==> config.mk <==
export PLATFORM = sky130hd
export DESIGN_NAME = spi_multi_master
export DESIGN_NICKNAME = d
export VERILOG_FILES = /design/src/rtl/spi_mm_pkg.sv /design/src/rtl/spi_sck_gen.sv /design/src/rtl/spi_multi_master.sv
export SDC_FILE = /design/constraint.sdc
export NUM_CORES = 1
export LEC_CHECK = 0
export BUFFER_PORTS_ARGS = -buffer_cell sky130_fd_sc_hd__buf_2
export CORE_AREA = 2 2 93 50
export CTS_CLUSTER_DIAMETER = 80
export DETAILED_ROUTE_END_ITERATION = 8
export DIE_AREA = 0 0 95 52
export GPL_TIMING_DRIVEN = 0
export HOLD_SLACK_MARGIN = 0.02
export MAX_ROUTING_LAYER = met4
export PLACE_DENSITY = 0.85
export SETUP_SLACK_MARGIN = 0.15
export SLEW_MARGIN = 40
export SYNTH_ARGS = -nofsm -noshare
export SYNTH_HDL_FRONTEND = slang
export SYNTH_SLANG_ARGS = --single-unit
==> constraint.sdc <==
create_clock -name clk_10 -period 3.4 [get_ports clk_10]
set_input_delay 0.17 -clock clk_10 [delete_from_list [all_inputs] [get_ports clk_10]]
set_output_delay 0.17 -clock clk_10 [all_outputs]
set_load 0.02 [all_outputs]
==> src/rtl/spi_mm_pkg.sv <==
// Shared types and constants for the nRF24L01 multi-slave SPI master:
// FSM state encoding, SPI mode 0 constants and port-width helpers.
package spi_mm_pkg;

    typedef enum logic [2:0] {
        ST_IDLE,
        ST_SETUP,
        ST_LOAD,
        ST_SHIFT,
        ST_HOLD,
        ST_DONE
    } state_t;

    localparam logic SPI_CPOL = 1'b0;
    localparam logic SPI_CPHA = 1'b0;

    function automatic int ch_w(input int n);
        return (n > 1) ? $clog2(n) : 1;
    endfunction

    function automatic int bc_w(input int m);
        return $clog2(m + 1);
    endfunction

endpackage

==> src/rtl/spi_sck_gen.sv <==
// SCK generator: half-period counter plus one-cycle rise/fall strobes that
// mark the clk_10 edge on which sck toggles. sck idles at CPOL when disabled.
module spi_sck_gen
    import spi_mm_pkg::*;
#(
    parameter int CLK_DIV = 1
) (
    input  logic clk_i,
    input  logic rst_i,
    input  logic en_i,
    output logic sck_o,
    output logic rise_o,
    output logic fall_o
);

    localparam int CW = (CLK_DIV > 1) ? $clog2(CLK_DIV) : 1;

    logic [CW-1:0] cnt_q, cnt_d;
    logic          sck_q, sck_d;
    logic          wrap;

    assign wrap   = en_i && (cnt_q == CW'(CLK_DIV - 1));
    assign rise_o = wrap && (sck_q == SPI_CPOL);
    assign fall_o = wrap && (sck_q != SPI_CPOL);
    assign sck_o  = sck_q;

    always_comb begin
        cnt_d = '0;
        sck_d = SPI_CPOL;
        if (en_i) begin
            cnt_d = wrap ? '0 : cnt_q + CW'(1);
            sck_d = wrap ? ~sck_q : sck_q;
        end
    end

    always_ff @(posedge clk_i or posedge rst_i) begin
        if (rst_i) begin
            cnt_q <= '0;
            sck_q <= SPI_CPOL;
        end else begin
            cnt_q <= cnt_d;
            sck_q <= sck_d;
        end
    end

endmodule

==> src/rtl/spi_multi_master.sv <==
// SPI mode 0 master serving NUM_CH nRF24L01 slaves with per-slave CSN/MISO.
// Optional build macro SPI_LOOPBACK_EN adds a loopback input routing mosi to the receiver.
module spi_multi_master
    import spi_mm_pkg::*;
#(
    parameter  int NUM_CH    = 2,
    parameter  int DATA_W    = 8,
    parameter  int MAX_BYTES = 33,
    parameter  int CLK_DIV   = 1,
    localparam int CH_W      = ch_w(NUM_CH),
    localparam int BC_W      = bc_w(MAX_BYTES)
) (
    input  logic              clk_10,
    input  logic              rst,
    input  logic              start,
    input  logic [CH_W-1:0]   ch_sel,
    input  logic [BC_W-1:0]   num_words,
    input  logic [DATA_W-1:0] tx_data,
    input  logic              tx_valid,
    output logic              tx_ready,
    output logic [DATA_W-1:0] rx_data,
    output logic              rx_valid,
    output logic              busy,
    output logic              done,
    output logic              err,
    output logic              sck,
    output logic              mosi,
    output logic [NUM_CH-1:0] csn,
    input  logic [NUM_CH-1:0] miso
`ifdef SPI_LOOPBACK_EN
    ,
    input  logic              loopback
`endif
);

    localparam int            CW       = (CLK_DIV > 1) ? $clog2(CLK_DIV) : 1;
    localparam int            BW       = (DATA_W > 1) ? $clog2(DATA_W) : 1;
    localparam logic [BW-1:0] LAST_BIT = BW'(DATA_W - 1);

    state_t            state_q, state_d;
    logic [CH_W-1:0]   ch_q, ch_d;
    logic [BC_W-1:0]   nw_q, nw_d, wcnt_q, wcnt_d;
    logic [CW-1:0]     cnt_q, cnt_d;
    logic [BW-1:0]     bit_q, bit_d;
    logic [DATA_W-1:0] txsh_q, txsh_d, rxsh_q, rxsh_d, rx_data_q, rx_data_d;
    logic              mosi_q, mosi_d, rx_valid_q, rx_valid_d, err_q, err_d;
    logic              sck_rise, sck_fall, sample, shift, rx_bit, start_ok;

    spi_sck_gen #(.CLK_DIV(CLK_DIV)) u_sck_gen (
        .clk_i  (clk_10),
        .rst_i  (rst),
        .en_i   (state_q == ST_SHIFT),
        .sck_o  (sck),
        .rise_o (sck_rise),
        .fall_o (sck_fall)
    );

    // Mode 0: capture on the leading edge, launch the next bit on the trailing edge.
    assign sample = (SPI_CPHA == 1'b0) ? sck_rise : sck_fall;
    assign shift  = (SPI_CPHA == 1'b0) ? sck_fall : sck_rise;

`ifdef SPI_LOOPBACK_EN
    assign rx_bit = loopback ? mosi_q : miso[ch_q];
`else
    assign rx_bit = miso[ch_q];
`endif

    assign start_ok = (num_words != '0) && (32'(num_words) <= 32'(MAX_BYTES))
                   && (32'(ch_sel) < 32'(NUM_CH));

    always_comb begin
        state_d    = state_q;
        ch_d       = ch_q;
        nw_d       = nw_q;
        wcnt_d     = wcnt_q;
        cnt_d      = cnt_q;
        bit_d      = bit_q;
        txsh_d     = txsh_q;
        rxsh_d     = rxsh_q;
        rx_data_d  = rx_data_q;
        mosi_d     = mosi_q;
        rx_valid_d = 1'b0;
        err_d      = 1'b0;
        unique case (state_q)
            ST_IDLE: begin
                if (start) begin
                    if (start_ok) begin
                        state_d = ST_SETUP;
                        ch_d    = ch_sel;
                        nw_d    = num_words;
                        wcnt_d  = '0;
                        cnt_d   = '0;
                    end else begin
                        err_d = 1'b1;
                    end
                end
            end
            ST_SETUP: begin
                if (cnt_q == CW'(CLK_DIV - 1)) begin
                    state_d = ST_LOAD;
                    cnt_d   = '0;
                end else begin
                    cnt_d = cnt_q + CW'(1);
                end
            end
            ST_LOAD: begin
                // An underrun simply waits here: sck is parked low, CSN stays asserted.
                if (tx_valid) begin
                    state_d = ST_SHIFT;
                    txsh_d  = tx_data;
                    mosi_d  = tx_data[DATA_W-1];
                    bit_d   = '0;
                end
            end
            ST_SHIFT: begin
                if (sample) begin
                    rxsh_d = {rxsh_q[DATA_W-2:0], rx_bit};
                    if (bit_q == LAST_BIT) begin
                        rx_data_d  = rxsh_d;
                        rx_valid_d = 1'b1;
                    end
                end
                if (shift) begin
                    txsh_d = txsh_q << 1;
                    mosi_d = txsh_q[DATA_W-2];
                    bit_d  = bit_q + BW'(1);
                    if (bit_q == LAST_BIT) begin
                        bit_d   = '0;
                        wcnt_d  = wcnt_q + BC_W'(1);
                        state_d = (wcnt_q == nw_q - BC_W'(1)) ? ST_HOLD : ST_LOAD;
                    end
                end
            end
            ST_HOLD: begin
                if (cnt_q == CW'(CLK_DIV - 1)) begin
                    state_d = ST_DONE;
                    cnt_d   = '0;
                end else begin
                    cnt_d = cnt_q + CW'(1);
                end
            end
            ST_DONE: begin
                state_d = ST_IDLE;
                mosi_d  = 1'b0;
            end
            default: state_d = ST_IDLE;
        endcase
    end

    always_ff @(posedge clk_10 or posedge rst) begin
        if (rst) begin
            state_q    <= ST_IDLE;
            ch_q       <= '0;
            nw_q       <= '0;
            wcnt_q     <= '0;
            cnt_q      <= '0;
            bit_q      <= '0;
            txsh_q     <= '0;
            rxsh_q     <= '0;
            rx_data_q  <= '0;
            mosi_q     <= 1'b0;
            rx_valid_q <= 1'b0;
            err_q      <= 1'b0;
        end else begin
            state_q    <= state_d;
            ch_q       <= ch_d;
            nw_q       <= nw_d;
            wcnt_q     <= wcnt_d;
            cnt_q      <= cnt_d;
            bit_q      <= bit_d;
            txsh_q     <= txsh_d;
            rxsh_q     <= rxsh_d;
            rx_data_q  <= rx_data_d;
            mosi_q     <= mosi_d;
            rx_valid_q <= rx_valid_d;
            err_q      <= err_d;
        end
    end

    assign busy     = (state_q == ST_SETUP) || (state_q == ST_LOAD)
                   || (state_q == ST_SHIFT) || (state_q == ST_HOLD);
    assign done     = (state_q == ST_DONE);
    assign tx_ready = (state_q == ST_LOAD);
    assign err      = err_q;
    assign mosi     = mosi_q;
    assign rx_data  = rx_data_q;
    assign rx_valid = rx_valid_q;

    always_comb begin
        csn = '1;
        if (busy) csn[ch_q] = 1'b0;
    end

endmodule

==> results of run 1 <==
[cells in the mapped netlist, drive strengths merged (2+ instances only)]
master	count	area, um2
buf	2	16.3
dfrtp	46	1150
nand3	7	35.0
and2	3	18.8
inv	7	26.3
mux2	16	184
mux2i	3	30.0
xnor2	7	61.3
nor2	18	70.1
nand2	47	176
nor2b	2	12.5
nor4	2	18.8
or4	2	15.0
nor3	6	30.0
a311oi	2	23.8
a21oi	3	15.0
a31oi	6	37.5
ha	4	50.1
clkbuf	4	15.0
o21ai	13	65.1
and3	2	12.5
nand2b	6	37.5
[layer usage]
metal / vias to the layer above / wire (um)
met5: - / 0
met4: 0 / 48
met3: 6 / 237
met2: 43 / 2040
met1: 835 / 2160
li1: 858 / -
[what timing repair did]
action                                 CTS  global route
setup buffers                            0             0
endpoints found under the hold margin   17             0
hold buffers                             1             0
[critical path: cells and delay by family]
kind	cells	cell delay (ns)
buf+inv	1	0.11
mux	1	0.37
simple gates	3	1.15
compound gates	1	0.52
[registers in the layout (all words and copies together), names as in the netlist]
| signal | flops |
|---|---|
| state_q | 3 |
| nw_q | 6 |
| err | 1 |
| bit_q | 3 |
| wcnt_q | 6 |
| txsh_q | 7 |
| u_sck_gen.sck_o | 1 |
| u_sck_gen.cnt_q | 1 |
| ch_q | 1 |
| rxsh_q | 7 |
| rx_valid | 1 |
| rx_data | 8 |
| mosi | 1 |
[worst min-delay path by stage]
stage / from / to / slack (ns) / cells after the start
finish: ch_sel / ch_q / 0.10 / 2
global route: ch_sel / ch_q / 0.09 / 2
CTS: ch_sel / ch_q / 0.1 / 2
detailed placement: rst / nw_q[0] / 0.13 / 2
global placement: ch_sel / ch_q / 0.41 / 2
floorplan: tx_data[0] / txsh_q[0] / 0.32 / 2
[logic make-up after synthesis]
family	Yosys count	synth area share [%]
adder cells (fa/ha/maj)	4	2.26
flip-flops	46	52.0
AO/OA/AOI/OAI	31	9.32
multiplexers	19	9.66
other	1	0.169
AND/OR/NAND/NOR	100	20.8
XOR/XNOR	8	3.16
buffers and inverters	13	2.60
[final cells by class]
type | instances | area share, %
inverter | 7 | 1.11
tap | 57 | 2.75
clock inverter | 2 | 0.531
sequential | 46 | 44.4
clock buffer | 6 | 2.80
multi-input combinational | 163 | 38.8
buffer | 6 | 1.21
timing repair buffer | 39 | 8.31
[metrics by stage]
| stage | power, mW | hold slack, ns | instances |
|---|---|---|---|
| 3_5_place_dp | 1.71 | 0.130 | 317 |
| 5_1_grt | 2.22 | 0.0935 | 326 |
| 4_1_cts | 2.05 | 0.0965 | 326 |
| 2_1_floorplan | 1.49 | 0.317 | 222 |
| 6_report | 2.04 | 0.101 | 326 |
| 3_3_place_gp | 1.65 | 0.407 | 316 |
[power groups by stage]
stage	Clock (mW)	Sequential, mW	Combinational, mW
6_report	0.330	0.884	0.821
3_5_place_dp	0	0.891	0.822
2_1_floorplan	0	0.866	0.619
3_3_place_gp	0	0.881	0.772
5_1_grt	0.368	0.914	0.937
4_1_cts	0.337	0.883	0.827
==> flow_summary_export.csv, run 1 <==
group,metric,value,unit
run_status,status,"finished, final reports clean",
power,netSwitchingPower,0.810,mW
global_route,use_met1,29.5,%
setup_path,worstPathRequired,3.64,ns
clock_network,clk_pin_slew_worst_paths,0.08,ns
routing,drc_errors,0,
setup_path,r2r_cells,6,
global_route,met2_usage,31.9,%
floorplanning,std_cell_rows,17,
power,p_leak,1.28,nW
yosys,yosysSeqAreaShare,52.0,%
setup_path,crit_end,"wcnt_q[4]",
final_layout,final_util,61.8,%
floorplanning,dieArea,0.00494,mm2
setup_path,end_kind,"flop",
final_layout,ff_latch_area,0.00115,mm2
sta,drv_slew,0,
sta,timing_hold_violations_final,0,
yosys,synth_nets,247,
yosys,async_reset_ff_share,100,%
final_layout,final_area,0.00259,mm2
setup_path,rrSetupSlack,1.32,ns
sta,max_freq,479,MHz
clock_network,clockBufferDepth,2,
sta,period_minus_slack,2.09,ns
clock_network,cts_made_buffers,5,
final_layout,drive_above_1_share,25.3,%
routing,dr.pass1.iters,4,
yosys,postSynthCellCount,222,
yosys,ys_types,42,
setup_path,cp_max_fo,8,
yosys,synth_ff_type,"dfrtp_1",
clock_network,cts_resized,0,
global_route,grt_max_degree,30,
sta,fin_crit_sh,61.5,%
floorplanning,io_pins,38,
routing,routed_wl,4.49,mm
clock_network,cts_sinks,46,
placed_design,port_buffers,37,
setup_path,critPathLaunchType,"primary input",
final_layout,multi_input_comb_area,0.00101,mm2
sta,rsz0062_at_grt,"false",
global_route,grt_busiest_layer,"met2",
floorplanning,die_w,95,um
global_route,gr-total-overflow,0,
setup_path,slowest_stage,"nor4_1",
flow_run,max_cap_viol_count,0,
placed_design,dp_hpwl,3.40,mm
power,ir_drop,371,uV
floorplanning,core_area,0.00419,mm2
setup_path,criticalPathCategory,"in -> reg",
routing,dr_total_vias,1742,
floorplanning,fp.dieH,52,um
clock_network,clock_latency,0.30,ns
routing,drt_iter0_markers,87,
setup_path,worstPathArrival,2.33,ns
global_route,antenna_found_initial,0,
yosys,yosys_warnings,0,
global_route,grt_use_met3,5.65,%
sta,max_slew_margin,50.8,%
final_layout,layout_commonest_cell,"nand2_1",
sta,skew,0.00713,ns
yosys,syn_area_per_cell,9.98,um2
sta,tightest_slew,0.735,ns
clock_network,cts-htree-levels,2,
routing,routed_via_density,5.34,
setup_path,cpPeakStageDelay,0.54,ns
routing,wl_per_cell,13.8,um
sta,fin_setup_tns,0,ns
global_route,grt_pass1_vias,1662,
placed_design,placed_area,0.00249,mm2
setup_path,startpoint,"num_words[3]",
power,p_seq_share,43.5,%
final_layout,areaGrowthSynthToFinish,16.9,%
power,clkPwrFrac,16.2,%
yosys,synth_enable_flop_cells,0,
final_layout,fin_nets,293,
setup_path,path_cells,"buf_2 -> nor4_1 -> mux2_4 -> a2111o_1 -> or4_1 -> nand3_1",
final_layout,num-fill-cells,357,
setup_path,worst_r2r_startpoint,"bit_q[0]",
global_route,grt_usage,21.7,%
final_layout,layout_common_cells,"47 x nand2_1, 46 x dfrtp_1, 38 x buf_2",
clock_network,cts_root_buf,"clkbuf_8",
placed_design,place_congestion,0.834,
yosys,syn_area,0.00221,mm2
power,power_density,786,mW/mm2
setup_path,reg2reg_to,"wcnt_q[4]",
sta,setup_slack,1.31,ns
floorplanning,initial_core_util,52.9,%
power,switching_share,39.8,%
power,p_comb_share,40.3,%
sta,setup_viol_count_final,0,
routing,antenna_left,0,
final_layout,antenna_cells,0,
worst_hold_path,hp-class,"in -> reg",
power,internal_power,1.23,mW
placed_design,place_ws,1.10,ns
clock_network,tritoncts,"yes",
yosys,yosys_register_bits,46,
global_route,grt_pass1_wl,7.84,mm
Power figures use the tool's default switching activity.
==> run 2: changes to the inputs <==
ABC_AREA = 1   (was default)
CORE_AREA = 2 2 97 52   (was 2 2 93 50)
DIE_AREA = 0 0 99 54   (was 0 0 95 52)
PLACE_DENSITY = 0.84   (was 0.85)
clock period = 2.1 ns   (was 3.4 ns; I/O delays follow)
==> run 2 against run 1 <==
Compared with the run above: synthesized area rose by 8.5%; synthesized cell count increased by 36%; critical endpoint is now rx_data[1]; clock-buffer cell count is the same; cell count increased by 25%.
==> flow_summary_export.csv, run 2 <==
group,metric,value,unit
global_route,grt_max_degree,40,
routing,wl_per_cell,12.8,um
final_layout,multi_input_comb_area,0.00102,mm2
yosys,yosys_register_bits,46,
setup_path,r2r_cells,11,
floorplanning,die_w,99,um
placed_design,dp_cells,399,
floorplanning,std_cell_rows,18,
final_layout,layout_common_cells,"89 x nand2_1, 46 x dfrtp_1, 44 x inv_1",
clock_network,post_cts_buffers,0,
clock_network,tritoncts,"yes",
sta,skew,0.00374,ns
global_route,grt_usage,21.4,%
yosys,synth_area_leader_cell,"dfrtp_1",
final_layout,ff_latch_area,0.00115,mm2
routing,dr_total_vias,2069,
yosys,syn_area_per_cell,7.98,um2
power,p_leak,1.46,nW
final_layout,areaGrowthSynthToFinish,16.1,%
sta,timing_hold_violations_final,0,
floorplanning,dieArea,0.00535,mm2
worst_hold_path,hp-start,"ch_sel",
sta,max_freq,568,MHz
yosys,postSynthCellCount,301,
yosys,syn_area,0.00240,mm2
power,netSwitchingPower,1.57,mW
sta,drv_slew,0,
global_route,grt_pass1_vias,1769,
placed_design,port_buffers,37,
setup_path,worstPathRequired,2.30,ns
yosys,synthTopCellsByCount,"89 x nand2_1, 46 x dfrtp_1, 45 x inv_1",
power,power_density,1270,mW/mm2
power,clkPwrFrac,16.1,%
power,p_seq_share,37.6,%
final_layout,fin_nets,372,
power,p_comb_share,46.3,%
clock_network,cts-htree-levels,2,
yosys,ys_types,32,
routing,antenna_left,0,
global_route,grt_pass1_wl,8.42,mm
routing,drt_iter0_markers,108,
clock_network,cts_sinks,46,
sta,rsz0062_at_grt,"false",
setup_path,rrSetupSlack,0.34,ns
clock_network,cts_made_buffers,5,
floorplanning,io_pins,38,
power,internal_power,1.97,mW
yosys,yosys_warnings,0,
floorplanning,fp.dieH,54,um
global_route,gr-total-overflow,0,
yosys,synth_ff_type,"dfrtp_1",
worst_hold_path,hold_end,"ch_q",
routing,drc_errors,0,
sta,period_minus_slack,1.76,ns
floorplanning,core_area,0.00462,mm2
placed_design,place_congestion,0.853,
yosys,synth_top_area_share,47.9,%
global_route,antenna_found_initial,0,
flow_run,max_cap_viol_count,0,
yosys,synth_enable_flop_cells,0,
worst_hold_path,hp-class,"in -> reg",
yosys,yosysSeqAreaShare,47.9,%
worst_hold_path,hold_path_depth,3,
setup_path,cp_max_fo,10,
final_layout,layout_commonest_cell,"nand2_1",
clock_network,cts_root_buf,"clkbuf_8",
setup_path,worst_r2r_startpoint,"state_q[1]",
setup_path,criticalPathCategory,"reg -> reg",
power,switching_share,44.3,%
power,ir_drop,620,uV
final_layout,largest_reg_flops,8,
floorplanning,initial_core_util,52.0,%
yosys,synth_nets,326,
clock_network,clock_latency,0.30,ns
final_layout,final_cells,408,
clock_network,clockBufferDepth,2,
final_layout,num-fill-cells,421,
final_layout,drive_above_1_share,22.4,%
sta,fin_setup_tns,0,ns
sta,fin_crit_sh,83.8,%
setup_path,reg2reg_to,"rx_data[1]",
yosys,async_reset_ff_share,100,%
routing,routed_wl,5.24,mm
run_status,status,"finished, final reports clean",
yosys,synth_area_leaders,"dfrtp_1 48%, nand2_1 14%, inv_1 7.0%, o21ai_0 5.2%, o21ai_2 4.4%",
setup_path,worstPathArrival,1.96,ns
clock_network,clk_pin_slew_worst_paths,0.08,ns
setup_path,critPathLaunchType,"flop",
placed_design,dp_hpwl,4.09,mm
final_layout,antenna_cells,0,
setup_path,end_kind,"flop",
routing,routed_via_density,5.07,
routing,dr.pass1.iters,5,
yosys,yosysMostFrequentCell,"nand2_1",
sta,setup_viol_count_final,0,
run 2: changes by cell type in the layout (fill, tap and decap cells not counted), sizes merged, moves of 4 or more:
cell,delta
nand2,+45
inv,+39
o21ai,+24
mux2,-16
nand3,+13
nor2,+8
nand2b,-6
xnor2,-6
a31oi,-5
buf,+5
nor3,-4
o211ai,+4
run 2: worst max path at each step:
stage                           from         end  slack (ns)  depth (start not counted)
after floorplan           state_q[2]   txsh_q[1]        0.37                          9
after global placement           rst   txsh_q[2]        0.28                          2
after detailed placement  state_q[1]  rx_data[1]        0.39                         11
after CTS                 state_q[1]  rx_data[1]        0.35                         11
after global routing      state_q[2]   txsh_q[1]        0.16                          9
final                     state_q[1]  rx_data[1]        0.34                         11
run 2: cells by family after synthesis:
kind of cell | count (synthesis) | synth area share [%]
AND/OR/NAND/NOR | 143 | 25.4
buffers and inverters | 54 | 9.69
AO/OA/AOI/OAI | 51 | 14.0
flip-flops | 46 | 47.9
adder cells (fa/ha/maj) | 4 | 2.08
XOR/XNOR | 2 | 0.729
other | 1 | 0.156
run 2: area by class of cell:
type | instances | area share, %
Buffer | 8 | 2.15
Clock buffer | 6 | 2.96
Clock inverter | 2 | 0.448
Inverter | 46 | 6.28
Multi-Input combinational cell | 201 | 36.5
Sequential cell | 46 | 41.3
Tap cell | 60 | 2.69
Timing Repair Buffer | 39 | 7.71
run 2: power groups by stage:
stage | logic, mW | registers, mW | clock network, mW
4_1_cts | 1.64 | 1.32 | 0.579
2_1_floorplan | 1.23 | 1.31 | 0
3_5_place_dp | 1.63 | 1.34 | 0
3_3_place_gp | 1.55 | 1.32 | 0
5_1_grt | 1.85 | 1.36 | 0.619
6_report | 1.63 | 1.33 | 0.569
run 2: per-layer routing:
layer  GRT usage [%]  up-vias  share of wire [%]
li1                -     1042                  -
met1            30.1      974                 50
met2            31.2       45                 43
met3            5.19        8                5.5
met4            6.16        0                1.1
met5               -        -                  0
run 2: worst max-delay path, cell delays in order, from the launching register on:
cell and delay [ns]:
dfrtp_1 0.44, inv_2 0.08, nor2_2 0.12, nand2_2 0.07
buf_6 0.15, nor2_4 0.11, nand2_4 0.10, nor2_4 0.14
inv_1 0.12, buf_4 0.20, nand2_1 0.08, o21ai_2 0.05
run 2: what timing repair did:
| action | 4_1_cts | 5_1_grt |
|---|---|---|
| resized for setup | 0 | 0 |
| hold endpoints to repair | 46 | 0 |
| hold buffers | 1 | 0 |
run 2: stage by stage:
stage	total power [mW]	setup WS [ns]	instance area [um2]	utilization (%)	hold slack (ns)
after floorplan	2.54	0.368	2400	-	0.252
after global placement	2.87	0.281	2660	57.7	0.348
after detailed placement	2.96	0.387	2690	58.2	0.00583
after CTS	3.54	0.347	2790	60.4	0.0299
after global routing	3.82	0.159	2790	60.4	0.0402
final	3.53	0.339	2790	60.4	0.0348
==> run 3: changes to the inputs <==
CORE_AREA = 2 2 101 54   (was 2 2 97 52)
DIE_AREA = 0 0 103 56   (was 0 0 99 54)
PLACE_DENSITY = 0.82   (was 0.84)
clock period = 1.45 ns   (was 2.1 ns; I/O delays follow)
==> run 3 against run 2 <==
Compared with the run above: the flow now finishes with violations (setup timing); maximum frequency down 6.8%; setup slack worse by 0.78 ns; first-iteration DRC count up 140%; wire length up 83%; worst hold slack worse by 0.015 ns; utilization up 19 points; die area up 7.9%; clock-buffer cell count down 1; combinational power rose to 3.0 times the previous value; largest cell class is now multi-input gates; highest routed layer unchanged.
==> flow_summary_export.csv, run 3 (synthesis results as in run 2) <==
group,metric,value,unit
run_status,status,"complete, but fails checks",
run_status,violations,"setup timing",
sta,skew,0.00546,ns
power,netSwitchingPower,3.57,mW
routing,drc_errors,0,
final_layout,areaGrowthSynthToFinish,59.0,%
clock_network,tritoncts,"yes",
floorplanning,core_area,0.00482,mm2
final_layout,final_util,79.2,%
power,internal_power,4.60,mW
sta,rsz0062_at_grt,"true",
sta,setup_slack,-0.438,ns
worst_hold_path,hp-class,"in -> reg",
setup_path,cp_max_fo,5,
routing,routed_wl,9.58,mm
setup_path,worstPathArrival,2.09,ns
power,p_comb_share,60.8,%
routing,dr.pass1.iters,5,
power,power_density,2140,mW/mm2
clock_network,clockBufferDepth,2,
global_route,gr-total-overflow,0,
floorplanning,io_pins,38,
setup_path,criticalPathCategory,"reg -> reg",
routing,wl_per_cell,20.5,um
sta,fin_crit_sh,130,%
global_route,grt_busiest_layer,"met2",
routing,antenna_left,0,
global_route,use_met1,32.6,%
sta,setup_viol_count_final,49,
routing,routed_via_density,5.93,
global_route,grt_max_degree,46,
setup_path,end_kind,"flop",
sta,max_freq,530,MHz
placed_design,dp_cells,409,
power,ir_drop,1370,uV
sta,fin_setup_tns,-13.65,ns
floorplanning,initial_core_util,49.8,%
final_layout,drive_above_1_share,50.1,%
power,p_seq_share,24.8,%
final_layout,antenna_cells,0,
floorplanning,fp.dieH,56,um
floorplanning,dieArea,0.00577,mm2
clock_network,cts_sinks,46,
power,p_leak,1.88,nW
clock_network,cts_root_buf,"clkbuf_8",
clock_network,cts-htree-levels,2,
final_layout,layout_commonest_cell,"nand2_1",
placed_design,dp_hpwl,3.71,mm
floorplanning,die_w,103,um
global_route,met2_usage,44.0,%
clock_network,clock_latency,0.32,ns
global_route,grt_usage,27.2,%
clock_network,clk_pin_slew_worst_paths,0.09,ns
placed_design,place_congestion,0.869,
sta,timing_hold_violations_final,0,
routing,dr_total_vias,2770,
final_layout,final_cells,467,
clock_network,cts_made_buffers,5,
global_route,grt_pass1_vias,2463,
sta,period_minus_slack,1.89,ns
routing,drt_iter0_markers,260,
final_layout,fin_nets,421,
power,clkPwrFrac,14.4,%
setup_path,critPathLaunchType,"flop",
flow_run,max_cap_viol_count,0,
final_layout,layout_common_cells,"61 x nand2_1, 43 x dfrtp_1, 34 x inv_1",
final_layout,largest_reg_flops,8,
setup_path,worstPathRequired,1.66,ns
power,switching_share,43.7,%
global_route,grt_use_met3,5.53,%
global_route,antenna_found_initial,0,
sta,drv_slew,0,
placed_design,port_buffers,37,
floorplanning,std_cell_rows,18,
global_route,grt_pass1_wl,11.7,mm
setup_path,rrSetupSlack,-0.44,ns
## run 3: cell types whose count changed in the layout (fill, tap and decap cells not counted), sizes merged
| cell | before | now |
|---|---|---|
| buf | 45 | 92 |
| bufbuf | 0 | 1 |
| bufinv | 0 | 2 |
| clkbuf | 7 | 6 |
| clkinvlp | 1 | 0 |
| dlygate4sd3 | 1 | 2 |
## run 3: repair_timing
action | in CTS | in global routing
gates resized for setup | 78 | 68
cloned | 3 | 2
buffers inserted | 28 | 15
hold buffers | 2 | 0
setup endpoints to repair | 48 | 49
endpoints found under the hold margin | 47 | 0
pin swaps | 12 | 21
## run 3: cell type report
type	instances	area, um2
Inverter	46	193
Fill cell	256	1000
Tap cell	70	87.6
Timing Repair Buffer	88	766
Sequential cell	46	1150
Clock buffer	5	68.8
Multi-Input combinational cell	201	1370
Buffer	8	109
Clock inverter	3	68.8
## run 3: power by group through the flow
stage / clock network [mW] / registers (mW) / logic [mW]
after global routing: 1.23 / 2.04 / 5.20
after floorplan: 0 / 1.91 / 1.93
after global placement: 0 / 1.91 / 2.36
final: 1.17 / 2.02 / 4.97
after detailed placement: 0 / 1.94 / 2.49
after CTS: 1.15 / 1.91 / 3.64
## run 3: path summary, 6_finish.rpt
kind	start	end	cells past startpoint
worst min-delay path	num_words[0]	nw_q[0]	3
worst max register to register	state_q[1]	nw_q[4]	11
min in group asynchronous	rst	rx_data[2]	3
worst max-delay path	state_q[1]	nw_q[4]	11
max in group asynchronous	rst	state_q[2]	4
worst min register to register	rx_data[5]	rx_data[5]	2
## run 3: layer usage
layer / wire [um] / part of all wire [%] / up-vias
li1: - / - / 1147
met1: 3350 / 35 / 1295
met2: 4490 / 47 / 234
met3: 983 / 10 / 94
met4: 748 / 7.8 / 0
met5: 0 / 0 / -
## run 3: critical path: stages, from the launching register on
cell,delay (ns)
dfrtp_1,0.45
inv_2,0.09
nor2_4,0.13
nand2_4,0.08
buf_8,0.14
o21ai_4,0.17
nand3_4,0.13
nor2_4,0.16
nand2_4,0.12
buf_4,0.16
nand2_2,0.06
o21ai_2,0.07
## run 3: stage by stage
step                      total power, mW  instance area, um2  hold slack [ns]  setup WS (ns)
after floorplan                      3.84                2480            0.219        -0.0751
after global placement               4.27                2750            0.305         -0.417
after detailed placement             4.43                2780          -0.0575         -0.241
after CTS                            6.70                3460           0.0227         -0.201
after global routing                 8.47                3820           0.0277         -0.452
final                                8.16                3820           0.0202         -0.438
